`config.mk`:
```
export PLATFORM = sky130hd
export DESIGN_NAME = vic_arbiter_flat
export DESIGN_NICKNAME = d
export VERILOG_FILES = /design/src/rtl/vic_arbiter_if.sv /design/src/rtl/vic_arbiter.sv /design/src/flat_wrapper.sv
export SDC_FILE = /design/constraint.sdc
export NUM_CORES = 1
export LEC_CHECK = 0
export ABC_CLOCK_PERIOD_IN_PS = 4600
export CORE_MARGIN = 4
export CORE_UTILIZATION = 47
export DETAILED_ROUTE_END_ITERATION = 8
export HOLD_SLACK_MARGIN = 0.08
export PLACE_DENSITY = 0.85
export SETUP_SLACK_MARGIN = 0.2
export SLEW_MARGIN = 20
export SYNTH_ARGS = -nofsm -noshare
export SYNTH_HDL_FRONTEND = slang
export SYNTH_SLANG_ARGS = --single-unit
```
`constraint.sdc`:
```
create_clock -name clk -period 4.6 [get_ports clk]
set_clock_uncertainty 0.1 [all_clocks]
set_input_delay 1.15 -clock clk [delete_from_list [all_inputs] [get_ports clk]]
set_output_delay 1.15 -clock clk [all_outputs]
set_load 0.02 [all_outputs]
```
`src/rtl/vic_arbiter_if.sv`:
```
// Bus bundle between IRQ sources, the vectored interrupt arbiter and the CPU interrupt entry logic.
interface vic_arbiter_if #(
  parameter int NUM_IRQ = 16,
  parameter int IDX_W   = 4
);
  logic [NUM_IRQ-1:0] irq_src;
  logic               nv_irq;
  logic [NUM_IRQ-1:0] irq_enable;
  logic [NUM_IRQ-1:0] irq_edge_mode;
  logic               ack;
  logic               eoi;
  logic               irq_req;
  logic [IDX_W-1:0]   handler_num;
  logic               is_nv;
  logic               in_service;
  logic [NUM_IRQ-1:0] pending;

  modport slave (
    input  irq_src, nv_irq, irq_enable, irq_edge_mode, ack, eoi,
    output irq_req, handler_num, is_nv, in_service, pending
  );

  modport master (
    output irq_src, nv_irq, irq_enable, irq_edge_mode, ack, eoi,
    input  irq_req, handler_num, is_nv, in_service, pending
  );
endinterface

```
`src/rtl/vic_arbiter.sv`:
```
// Vectored interrupt arbiter: pending latches, fixed priority (NMI first, then lowest index),
// and a registered request / ack / end-of-interrupt handshake with in-service tracking.
module vic_arbiter #(
  parameter int NUM_IRQ = 16,
  parameter int IDX_W   = 4
) (
  input  logic          clk,
  input  logic          rst_n,
  vic_arbiter_if.slave  bus
);

  typedef enum logic [1:0] {IDLE, REQ, SERVICE} ArbState;

  ArbState            state;
  logic [NUM_IRQ-1:0] history;
  logic [NUM_IRQ-1:0] cand;
  logic [NUM_IRQ-1:0] edgeSeen;
  logic [NUM_IRQ-1:0] ackClear;
  logic [NUM_IRQ-1:0] pendingNext;
  logic [IDX_W-1:0]   winner;
  logic               anyReq;
  logic               ackTaken;

  // Descending scan so the lowest enabled pending index is the last assignment.
  always_comb begin
    cand     = bus.pending & bus.irq_enable;
    anyReq   = bus.nv_irq | (|cand);
    ackTaken = (state == REQ) && bus.ack;
    edgeSeen = bus.irq_src & ~history;
    winner   = '0;
    ackClear = '0;
    for (int i = NUM_IRQ - 1; i >= 0; i--) begin
      if (cand[i]) winner = IDX_W'(i);
      ackClear[i] = ackTaken && !bus.is_nv && (bus.handler_num == IDX_W'(i));
    end
    // A fresh edge outranks the ack clear so a back-to-back event is never lost.
    pendingNext = (bus.irq_edge_mode & (edgeSeen | (bus.pending & ~ackClear)))
                | (~bus.irq_edge_mode & bus.irq_src);
  end

  always_ff @(posedge clk or negedge rst_n) begin
    if (!rst_n) begin
      state           <= IDLE;
      history         <= '0;
      bus.pending     <= '0;
      bus.irq_req     <= 1'b0;
      bus.handler_num <= '0;
      bus.is_nv       <= 1'b0;
      bus.in_service  <= 1'b0;
    end else begin
      history     <= bus.irq_src;
      bus.pending <= pendingNext;
      case (state)
        IDLE: begin
          if (anyReq) begin
            state           <= REQ;
            bus.irq_req     <= 1'b1;
            bus.is_nv       <= bus.nv_irq;
            bus.handler_num <= bus.nv_irq ? '0 : winner;
          end
        end
        REQ: begin
          if (bus.ack) begin
            state          <= SERVICE;
            bus.irq_req    <= 1'b0;
            bus.in_service <= 1'b1;
          end else if (!anyReq) begin
            state       <= IDLE;
            bus.irq_req <= 1'b0;
            bus.is_nv   <= 1'b0;
          end else begin
            bus.is_nv       <= bus.nv_irq;
            bus.handler_num <= bus.nv_irq ? '0 : winner;
          end
        end
        SERVICE: begin
          // No nesting: new events wait in pending until the handler finishes.
          if (bus.eoi) begin
            state          <= IDLE;
            bus.in_service <= 1'b0;
            bus.is_nv      <= 1'b0;
          end
        end
        default: state <= IDLE;
      endcase
    end
  end

endmodule

```
`src/flat_wrapper.sv`:
```
// flat-port wrapper written by rule: the top's interface ports become plain ports
module vic_arbiter_flat 
#(
  parameter int NUM_IRQ = 16,
  parameter int IDX_W   = 4
)
  (clk, rst_n, bus_irq_src, bus_nv_irq, bus_irq_enable, bus_irq_edge_mode, bus_ack, bus_eoi, bus_irq_req, bus_handler_num, bus_is_nv, bus_in_service, bus_pending);
  vic_arbiter_if #(.NUM_IRQ(NUM_IRQ), .IDX_W(IDX_W)) bus_i ();
  input  logic clk;
  input  logic rst_n;
  input wire logic [$bits(bus_i.irq_src)-1:0] bus_irq_src;
  input wire logic [$bits(bus_i.nv_irq)-1:0] bus_nv_irq;
  input wire logic [$bits(bus_i.irq_enable)-1:0] bus_irq_enable;
  input wire logic [$bits(bus_i.irq_edge_mode)-1:0] bus_irq_edge_mode;
  input wire logic [$bits(bus_i.ack)-1:0] bus_ack;
  input wire logic [$bits(bus_i.eoi)-1:0] bus_eoi;
  output wire logic [$bits(bus_i.irq_req)-1:0] bus_irq_req;
  output wire logic [$bits(bus_i.handler_num)-1:0] bus_handler_num;
  output wire logic [$bits(bus_i.is_nv)-1:0] bus_is_nv;
  output wire logic [$bits(bus_i.in_service)-1:0] bus_in_service;
  output wire logic [$bits(bus_i.pending)-1:0] bus_pending;
  assign bus_i.irq_src = bus_irq_src;
  assign bus_i.nv_irq = bus_nv_irq;
  assign bus_i.irq_enable = bus_irq_enable;
  assign bus_i.irq_edge_mode = bus_irq_edge_mode;
  assign bus_i.ack = bus_ack;
  assign bus_i.eoi = bus_eoi;
  assign bus_irq_req = bus_i.irq_req;
  assign bus_handler_num = bus_i.handler_num;
  assign bus_is_nv = bus_i.is_nv;
  assign bus_in_service = bus_i.in_service;
  assign bus_pending = bus_i.pending;
  vic_arbiter #(.NUM_IRQ(NUM_IRQ), .IDX_W(IDX_W)) u_core (.clk(clk), .rst_n(rst_n), .bus(bus_i));
endmodule
```
==> impl_metrics.ini <==
[run_status]
status = finished, final reports clean

[die]
core_sq_mm = 0.00403
die_h_um = 72.9
dieArea_sq_mm = 0.00532
rows = 23
ios = 76
start_util_pct = 49.2
dieWidth_um = 72.9

[worst_hold_path]
hold_class = reg -> reg

[logic_synthesis]
syn_area_sq_mm = 0.00198
async_flop_share_pct = 100
ys_types = 41
yosysTopAreaCell = dfrtp_1
synthTopCellsByCount = dfrtp_1, nand2_1, a32o_1
synth-seq-cells = 41
synthTopCellsByArea = dfrtp_1, a32o_1, nand2_1
yosysMostFrequentCell = dfrtp_1
synth-edff-count = 0
syn_inst = 174
synth_fp_nets = 231
ys_seq_area_share_pct = 51.8
ys_warn_count = 0
avgSynthCellArea_sq_um = 11.4
synth-main-ff-cell = dfrtp_1
synth_top_area_share_pct = 51.8

[cts]
htree_levels = 2
numCtsBuffers = 5
root_buffer = clkbuf_8
tritoncts = built
cts_num_sinks = 41
hold_buffers = 0
clockBufferDepth = 2
cts.repair.resized = 0
cts_setup_buffers = 0
clock_latency_ns = 0.29
path_clk_slew_ns = 0.08

[timing]
relSlewSlack_pct = 41.5
maxSlewViolCount = 0
rsz0062_at_grt = false
max_freq_mhz = 364
fin_tns_setup_ns = 0
hold_viol = 0
setup_violations = 0
tightestPinTransition_ns = 0.877
fin_crit_ns = 2.75
fin_crit_sh_pct = 59.8

[power]
total_power_w = 0.00120
vdd_drop_max_v = 0.000246
p_leak_nw = 1.15
p_per_area_mw_per_mm2 = 413

[drt]
vias = 1759
dr.pass1.iters = 4
drt_wl_total_mm = 5.30
drt_iter0_drc = 123
vias_per_cell = 5.73
wl_met2_mm = 2.56
drc = 0
top_layer_used = met4
dr_wl_met3_um = 464
wl_per_cell_um = 17.3
wirelength_met1_mm = 2.21
postRouteAntennaNets = 0

[global_route]
grt_start_max_net_pins = 42
grt_antenna_before_repair = 0
overflow = 0
grt_pass1_vias = 1797
grt_pass1_wl_mm = 8.69
grt_usage_pct = 21.3

[critical_path]
crit_path_cell_trace = clkdlybuf4s50_1
crit_buf_inv = 1
path_delay_family = buffers and inverters
crit_type = reg -> out
end_kind = primary output
critPathMaxFanout = 6
max_stage_delay_ns = 0.67
crit_path_start_kind = flop
worstPathRequired_ns = 3.35
cp_slowest_cell = clkdlybuf4s50_1
cp.arrival_ns = 1.50

[final_layout]
area_growth_pct = 45.9
seqCellArea_sq_mm = 0.00103
final_core_util_pct = 71.8
nets = 313
fill_cells = 326
drive_above_1_share_pct = 8.95
multiInputGateArea_sq_um = 937
antennaDiodeCount = 0
instances_no_fill = 307

[place]
dp_hpwl_mm = 4.19
dpl.cell_count = 299
gp_congestion = 0.875
port_buffers = 75

[job]
drv_cap = 0
power by group:
group	leakage [nW]	internal, W	switching [W]
Clock	0.0542	0.000136	0.000121
Combinational	0.615	0.000210	0.000228
Sequential	0.479	0.000415	0.0000860
logic make-up after synthesis:
group | after synthesis | share of synthesized area (%)
AND/OR/NAND/NOR | 66 | 19.8
AO/OA/AOI/OAI | 57 | 24.5
flip-flops | 41 | 51.8
buffers and inverters | 5 | 0.947
adder cells (fa/ha/maj) | 4 | 2.53
multiplexers | 1 | 0.505
metrics by stage:
step                      hold WS (ns)  instance area, sq um  worst slack [ns]
final                            0.440                  2890              1.85
after global routing             0.464                  2890              1.80
after CTS                        0.445                  2890              1.85
after detailed placement         0.430                  2790              1.65
after global placement           0.423                  2790              1.70
after floorplan                  0.422                  1980              2.25
registers in the layout, summed over array words and instances, names as in the netlist:
| name | count |
|---|---|
| u_core.bus.pending | 16 |
| u_core.history | 16 |
| u_core.bus.in_service | 1 |
| u_core.bus.is_nv | 1 |
| u_core.bus.irq_req | 1 |
| u_core.bus.handler_num | 4 |
| u_core.state | 2 |
layout by cell type, fill, tap and decap left out, types with 2 or more instances in the layout:
master	n
a21oi_1	5
a22o_1	4
a22oi_1	3
a22oi_2	2
a32o_1	19
clkbuf_8	7
clkdlybuf4s50_1	74
dfrtp_1	41
ha_1	4
inv_1	5
nand2_1	39
nand3_1	7
nor2_1	3
nor2b_1	4
nor4b_4	2
o21ai_0	5
o21ai_1	3
o21bai_1	2
o31ai_1	2
final timing paths:
path / start / end / slack [ns] / cells past startpoint
worst max-delay path: u_core.bus.is_nv / bus_is_nv / 1.85 / 1
max in group asynchronous: rst_n / u_core.bus.handler_num[3] / 2.99 / 1
min in group asynchronous: rst_n / u_core.bus.pending[6] / 0.87 / 1
worst min register to register: u_core.bus.in_service / u_core.bus.in_service / 0.44 / 1
worst min-delay path: u_core.bus.in_service / u_core.bus.in_service / 0.44 / 1
worst max register to register: u_core.state[1] / u_core.bus.pending[15] / 2.56 / 7
area by class of cell:
| class | instances | area share [%] |
|---|---|---|
| Tap cell | 50 | 2.16 |
| Clock inverter | 1 | 0.173 |
| Clock buffer | 7 | 3.33 |
| Sequential cell | 41 | 35.5 |
| Multi-Input combinational cell | 128 | 32.4 |
| Timing Repair Buffer | 75 | 25.8 |
| Inverter | 5 | 0.649 |
layer usage:
metal,GRT usage [%],vias to the layer above
met3,4.96,6
met1,29.1,846
met2,34.0,72
li1,-,835
met5,0,-
met4,5.94,0
Note: power is estimated with default switching activity, not from simulation.
